`src/rtl/data_mem_param_if.sv`:
```
// Access bus for data_mem_param: request signals in from the master, read data and status back.
interface data_mem_param_if #(
    parameter int DATA_W = 8,
    parameter int ADDR_W = 8
);
    logic              Enable;
    logic              Write_en;
    logic              Clear;
    logic [ADDR_W-1:0] Address_port;
    logic [DATA_W-1:0] Input_data;
    logic [DATA_W-1:0] Output_data;
    logic              Rd_valid;
    logic              Ready;

    modport master (
        output Enable, Write_en, Clear, Address_port, Input_data,
        input  Output_data, Rd_valid, Ready
    );

    modport slave (
        input  Enable, Write_en, Clear, Address_port, Input_data,
        output Output_data, Rd_valid, Ready
    );
endinterface

```
`src/rtl/data_mem_param.sv`:
```
// Single-port word memory with a clear sweep (INIT) and 1-cycle registered reads (IDLE).
module data_mem_param #(
    parameter int DATA_W         = 8,
    parameter int ADDR_W         = 8,
    parameter bit CLEAR_ON_RESET = 1'b1
) (
    input logic              clk,
    input logic              rst_n,
    data_mem_param_if.slave  bus
);
    localparam int DEPTH = 2 ** ADDR_W;

    typedef enum logic {INIT, IDLE} state_t;

    state_t            r_state;
    logic [ADDR_W-1:0] r_cnt;
    logic [DATA_W-1:0] r_out;
    logic              r_rd_valid;
    logic              r_ready;
    logic [DATA_W-1:0] r_mem [DEPTH];

    logic w_access;
    logic w_wr;
    logic w_rd;
    logic w_last;

    // r_ready tracks IDLE except in the first cycle after a reset that lands in IDLE,
    // so accesses are only taken once Ready is actually visible.
    assign w_access = bus.Enable && !bus.Clear && r_ready;
    assign w_wr     = w_access && bus.Write_en;
    assign w_rd     = w_access && !bus.Write_en;
    assign w_last   = (r_cnt == {ADDR_W{1'b1}});

    always_ff @(posedge clk or negedge rst_n) begin
        if (!rst_n) begin
            r_state    <= CLEAR_ON_RESET ? INIT : IDLE;
            r_cnt      <= '0;
            r_out      <= '0;
            r_rd_valid <= 1'b0;
            r_ready    <= 1'b0;
        end else begin
            r_rd_valid <= w_rd;
            if (w_rd)
                r_out <= r_mem[bus.Address_port];

            if (bus.Clear) begin
                r_state <= INIT;
                r_cnt   <= '0;
                r_ready <= 1'b0;
            end else if (r_state == INIT) begin
                if (w_last) begin
                    r_state <= IDLE;
                    r_ready <= 1'b1;
                end else begin
                    r_cnt <= r_cnt + 1'b1;
                end
            end else begin
                r_ready <= 1'b1;
            end
        end
    end

    // No reset on the array: contents come only from the sweep or from writes.
    always_ff @(posedge clk) begin
        if (r_state == INIT)
            r_mem[r_cnt] <= '0;
        else if (w_wr)
            r_mem[bus.Address_port] <= bus.Input_data;
    end

    assign bus.Output_data = r_out;
    assign bus.Rd_valid    = r_rd_valid;
    assign bus.Ready       = r_ready;
endmodule

```
`src/flat_wrapper.sv`:
```
// flat-port wrapper written by rule: the top's interface ports become plain ports
module data_mem_param_flat 
#(
    parameter int DATA_W         = 8,
    parameter int ADDR_W         = 8,
    parameter bit CLEAR_ON_RESET = 1'b1
)
  (clk, rst_n, bus_Enable, bus_Write_en, bus_Clear, bus_Address_port, bus_Input_data, bus_Output_data, bus_Rd_valid, bus_Ready);
  data_mem_param_if #(.DATA_W(DATA_W), .ADDR_W(ADDR_W)) bus_i ();
  input logic clk;
  input logic rst_n;
  input wire logic [$bits(bus_i.Enable)-1:0] bus_Enable;
  input wire logic [$bits(bus_i.Write_en)-1:0] bus_Write_en;
  input wire logic [$bits(bus_i.Clear)-1:0] bus_Clear;
  input wire logic [$bits(bus_i.Address_port)-1:0] bus_Address_port;
  input wire logic [$bits(bus_i.Input_data)-1:0] bus_Input_data;
  output wire logic [$bits(bus_i.Output_data)-1:0] bus_Output_data;
  output wire logic [$bits(bus_i.Rd_valid)-1:0] bus_Rd_valid;
  output wire logic [$bits(bus_i.Ready)-1:0] bus_Ready;
  assign bus_i.Enable = bus_Enable;
  assign bus_i.Write_en = bus_Write_en;
  assign bus_i.Clear = bus_Clear;
  assign bus_i.Address_port = bus_Address_port;
  assign bus_i.Input_data = bus_Input_data;
  assign bus_Output_data = bus_i.Output_data;
  assign bus_Rd_valid = bus_i.Rd_valid;
  assign bus_Ready = bus_i.Ready;
  data_mem_param #(.DATA_W(DATA_W), .ADDR_W(ADDR_W), .CLEAR_ON_RESET(CLEAR_ON_RESET)) u_core (.clk(clk), .rst_n(rst_n), .bus(bus_i));
endmodule
```
`config.mk`:
```
export PLATFORM = sky130hd
export DESIGN_NAME = data_mem_param_flat
export DESIGN_NICKNAME = d
export VERILOG_FILES = /design/src/rtl/data_mem_param_if.sv /design/src/rtl/data_mem_param.sv /design/src/flat_wrapper.sv
export SDC_FILE = /design/constraint.sdc
export NUM_CORES = 2
export LEC_CHECK = 0
export ABC_AREA = 0
export ABC_CLOCK_PERIOD_IN_PS = 7000
export BUFFER_PORTS_ARGS = -buffer_cell sky130_fd_sc_hd__buf_2
export CORE_AREA = 2 2 386 388
export CTS_BUF_LIST = sky130_fd_sc_hd__clkbuf_4 sky130_fd_sc_hd__clkbuf_8
export DETAILED_ROUTE_END_ITERATION = 8
export DIE_AREA = 0 0 388 390
export GPL_ROUTABILITY_DRIVEN = 0
export PLACE_DENSITY_LB_ADDON = 0.05
export SLEW_MARGIN = 20
export SYNTH_ARGS = -nofsm -noshare
export SYNTH_HDL_FRONTEND = slang
export SYNTH_SLANG_ARGS = --single-unit
```
`constraint.sdc`:
```
create_clock -name clk -period 7 [get_ports clk]
set_input_delay 0.7 -clock clk [delete_from_list [all_inputs] [get_ports clk]]
set_output_delay 0.7 -clock clk [all_outputs]
set_load 0.01 [all_outputs]
```
Word-level counts from Yosys, hierarchy flattened
Memories as Yosys holds them, arrays and structs flattened. A register that Yosys moved wholly into a read port is not among the register bits.
Cells that the tools add are included.
{"block": "classes", "add_sub_neg": 1, "eq_ne": 3, "n_mux": 16, "reduce_logical": 10}
{"op": "$mux 8", "n": 5}
{"op": "$mux 1", "n": 11}
{"op": "$add 8x1->8 const B", "n": 1}
{"op": "$eq 8x8->1 const B", "n": 1}
{"op": "$reduce_or 8->1", "n": 1}
{"op": "$logic_and 1x1->1", "n": 4}
{"op": "$ne 2x2->1 const B", "n": 2}
{"op": "$logic_not 1->1", "n": 3}
{"op": "$reduce_bool 3->1", "n": 1}
{"op": "$reduce_and 2->1", "n": 1}
{"block": "word_totals", "ff_bits": 11, "mem_bits_rw": 2048, "in_bits": 21, "output_inout_bits": 10, "wordCells": 35, "mem_count": 1}
{"name": "u_core.r_mem", "depth": 256, "width": 8, "rd": 1, "rd_clocked_by_memory_dff": 1, "wr": 1, "line": "data_mem_param.sv:20", "rtl": "logic [DATA_W-1:0] r_mem [DEPTH];"}

Longest topological paths before layout
{"block": "logic_depth", "word_depth": 9, "mapped_depth": 12, "mapped_depth_nobuf": 7}

Worst setup path before layout
OpenSTA, ideal clock, no wires.
{"block": "synth_timing", "path_kind": "input to register", "start": "input bus_Clear", "end": "memory u_core.r_mem[0][0] (data pin)", "setup_ns": 0.869, "t_arrival_ns": 4.684, "required_time_ns": 6.131, "slack_ns": 1.446, "cell_stages": 4, "n_path_buf": 1, "path_cell_list": "and3b_1 -> and3_1 -> clkbuf_1 -> and2_1"}
{"block": "synth_between", "elab_chain_cells": 9}
{"item": "start, declared", "line": "flat_wrapper.sv:14", "rtl": "input wire logic [$bits(bus_i.Clear)-1:0] bus_Clear;"}
{"item": "$logic_not 1->1", "line": "data_mem_param.sv:29", "rtl": "assign w_access = bus.Enable && !bus.Clear && r_ready;"}
{"item": "$logic_and 1x1->1 (2 in a row)", "line": "data_mem_param.sv:29"}
{"item": "$logic_and 1x1->1", "line": "data_mem_param.sv:30", "rtl": "assign w_wr = w_access && bus.Write_en;"}
{"item": "$mux 1", "line": "data_mem_param.sv:67", "rtl": "else if (w_wr)"}
{"item": "$mux 1", "line": "data_mem_param.sv:65", "rtl": "if (r_state == INIT)"}
{"item": "$mux 1 (implied by the code)", "line": "data_mem_param.sv:68", "rtl": "r_mem[bus.Address_port] <= bus.Input_data;"}
{"item": "$reduce_or 8->1 (no source line)"}
{"item": "$mux 8 (no source line)"}
{"item": "end, declared", "line": "data_mem_param.sv:20"}
Every way passes these cells.

Worst setup path after layout
{"block": "layout_timing", "start": "input bus_Clear", "end": "memory u_core.r_mem[161][5] (enable)"}
{"block": "layout_between", "elab_chain_cells": 9, "elab_cells_between_ends": 10, "cone_classes": "5 x mux; 5 x reduce/logical"}
{"item": "$logic_not 1->1 (*)", "line": "data_mem_param.sv:29"}
{"item": "$logic_and 1x1->1 (*) (2 in a row)", "line": "data_mem_param.sv:29"}
{"item": "$logic_and 1x1->1 (*)", "line": "data_mem_param.sv:30"}
{"item": "$mux 1 (*)", "line": "data_mem_param.sv:67"}
{"item": "$mux 1 (*)", "line": "data_mem_param.sv:65"}
{"item": "$mux 1 (implied by the code) (*)", "line": "data_mem_param.sv:68"}
{"item": "$reduce_or 8->1 (no source line)"}
{"item": "$mux 8 (no source line) / $mux 1 (equally long branches)"}
Every way passes the cells marked *; elsewhere a longest branch is shown, timed or not.

==> impl_metrics.csv <==
group,metric,value,unit
clock_tree,cts.clk_slew.worst_paths,60,ps
pwr,p_leak,24.9,nW
status,status,"completed",
setup_path,path_class,"input port to flop",
die,die_w,388,µm
placement,hpwl,130000,µm
pwr,switching_power,5.12,mW
die,fp-row-count,141,
yosys,yosysMostFrequentCell,"edfxtp_1",
detailed_routing,wire_per_inst,34.3,µm
yosys,ys_types,61,
clock_tree,numCtsBuffers,337,
hold_path,hold_class,"input port to flop",
yosys,yosysSeqAreaShare,77.2,%
hold_path,hold_path_depth,2,
hold_path,hp-start,"bus_Input_data[1]",
detailed_routing,dr.pass1.iters,8,
grt,grt_overflow,0,
sta,period_share,65.2,%
yosys,yosysWarningCount,0,
yosys,synth_ff_type,"edfxtp_1",
clock_tree,clockRootBuffer,"clkbuf_8",
cells_and_area,nets,4097,
sta,slew_violations,0,
pwr,swShare,21.0,%
yosys,ys_ff_latch,2067,
setup_path,timing.rr.start,"u_core.bus.Ready$_DFFE_PN0P_",
clock_tree,post_cts_resize_count,0,
detailed_routing,drc_errors,0,
detailed_routing,routed_via_density,6.58,
flow_run,cap_viol_max_count,0,
die,start_util,54.6,%
hold_path,holdPathEnd,"u_core.r_mem[204][1]$_DFFE_PP_",
setup_path,rrSetupSlack,2610,ps
die,die_y,390,µm
pwr,p_int,19.3,mW
sta,max_freq,0.219,GHz
cells_and_area,drive_gt1_share,26.3,%
detailed_routing,ant_nets,0,
yosys,syn_inst,3852,
sta,setup_tns,0,ps
detailed_routing,drt_iter0_drc,5094,
detailed_routing,wl,214000,µm
setup_path,start_kind,"input port",
yosys,synth_edf_count,2048,
grt,grt_pass1_vias,41319,
yosys,synth_fp_nets,3874,
grt,grt_max_degree,175,
clock_tree,cts_htree_levels,5,
grt,grt_antenna_before_repair,14,
die,dieArea,0.151,mm²
pwr,power.total,24.4,mW
sta,finalSetupViolCount,0,
sta,hold_viol,0,
placement,portBuffers,30,
clock_tree,cts_max_path_buffers,4,
pwr,clkPwrFrac,41.7,%
setup_path,reg2reg_depth,5,
yosys,yosysTopAreaCellShare,76.6,%
pwr,p_seq_share,55.0,%
detailed_routing,via_count,41066,
setup_path,crit_path_end_kind,"flop",
yosys,synth_area_per_cell,20.8,µm²
clock_tree,cts.sinks,2067,
setup_path,timing.rr.end,"u_core.r_mem[72][4]$_DFFE_PP_",
sta,fin_crit,4570,ps
clock_tree,cts_tree,"yes",
sta,rsz0062_at_grt,"no",
pwr,irDropWorstVdd,0.199,mV
sta,slew-limit-headroom,12.0,%
yosys,synthArstFlopShare,0.919,%
yosys,synth_area_leader_cell,"edfxtp_1",
grt,track_usage,28.5,%
die,core,0.147,mm²
sta,fin_worst_skew,56.6,ps
sta,tightest_slew,1310,ps
pwr,p_comb_share,3.2,%
setup_path,cp.arrival,5210,ps
pwr,power_density,275,mW/mm²
yosys,ys_top_cells_by_count,"edfxtp_1, mux4_2, nor2_1",
yosys,syn_area,0.0803,mm²
setup_path,cp_data_required_time,7640,ps
setup_path,crit_fanout,19,
die,io_pins,31,
cells_and_area,syn2layout_area_growth,10.7,%
yosys,synth_area_leaders,"edfxtp_1, mux4_2, a22oi_1",
clock_tree,clock_latency,1020,ps
grt,grt_pass1_wl,304000,µm
## worst max-delay path: stages
cell and delay (ps):
dlygate4sd3_1 580, buf_2 210, and3b_1 320, nand3_1 600
o21ai_2 900, nand3_1 950, nor2_1 900
## layout make-up
type | instances | area, µm²
antenna | 4 | 10.0
clock buffer | 429 | 5410
clock inverter | 141 | 1020
fill | 10319 | 58200
inverter | 6 | 22.5
multi-input combinational | 1546 | 17000
sequential | 2067 | 62000
tap | 1930 | 2410
timing repair buffer | 117 | 1040
## stage by stage
step | utilization, % | setup WS [ps] | hold WS (ps) | instance area, µm² | cells
final | 60.4 | 2430 | 129 | 88900 | 6240
after global routing | 60.4 | 2400 | 114 | 88900 | 6237
after CTS | 60.4 | 2250 | 63.4 | 88800 | 6235
after detailed placement | 56.0 | 1720 | 517 | 82400 | 5663
after global placement | 56.0 | 1930 | 520 | 82400 | 5663
after floorplan | - | 1450 | 404 | 80300 | 3852
## worst max path at each step
stage,slack [ps],endpoint,startpoint
after floorplan,1450,u_core.r_mem[0][0]$_DFFE_PP_,bus_Clear
after global placement,1930,u_core.r_mem[161][0]$_DFFE_PP_,bus_Clear
after detailed placement,1720,u_core.r_mem[161][0]$_DFFE_PP_,bus_Clear
after CTS,2250,u_core.r_mem[161][7]$_DFFE_PP_,bus_Clear
after global routing,2400,u_core.r_mem[161][2]$_DFFE_PP_,bus_Clear
final,2430,u_core.r_mem[161][5]$_DFFE_PP_,bus_Clear
## logic make-up (layout without fill, tap and decap cells)
kind of cell,count (synthesis),count (layout),share of synthesized area (%)
muxes,604,604,14.5
xor gates and xnor gates,7,7,0.0763
buffers and inverters,239,693,1.77
and+or+nand+nor,553,553,3.01
adders and majority gates,1,1,0.0156
other,0,4,0
AOI/OAI and AO/OA,381,381,3.41
DFF,2067,2067,77.2
## metal layers
layer / wire length (µm) / vias up / GRT usage [%]
met5: 73 / - / 0
met2: 99500 / 2397 / 43.2
met1: 84700 / 21624 / 39.9
met3: 20900 / 453 / 7.21
met4: 8820 / 12 / 11.9
li1: - / 16580 / -
## registers in the layout (all words and copies together) (netlist names)
register	count
u_core.r_mem	2048
u_core.bus.Output_data	8
u_core.r_cnt	8
u_core.bus.Rd_valid	1
u_core.bus.Ready	1
u_core.r_state	1
## power groups by stage
stage	combinational (mW)	clock, mW	sequential [mW]
floorplan	0.513	0	13.7
global placement	0.778	0	13.7
detailed placement	0.783	0	13.7
CTS	0.787	10.4	13.4
global route	0.818	10.9	13.4
finish	0.790	10.2	13.4
## cells in the final DEF, fill, tap and decap left out, types with 28 or more instances in the layout
master / instances
nand3_1: 59
a22oi_1: 162
buf_2: 28
buf_4: 69
clkinv_2: 44
clkinv_1: 79
mux2i_1: 103
mux4_2: 439
clkbuf_8: 350
nor2_1: 274
mux2_2: 58
nand2_1: 118
a21oi_1: 41
o221ai_1: 33
o22ai_1: 37
edfxtp_1: 2048
clkbuf_4: 79
## repair_timing
item | in CTS | in global routing
buffers inserted | 0 | 0
hold buffers | 2 | 0
endpoints found under the hold margin | 29 | 0
No activity file was read; power rests on OpenSTA's default activity.
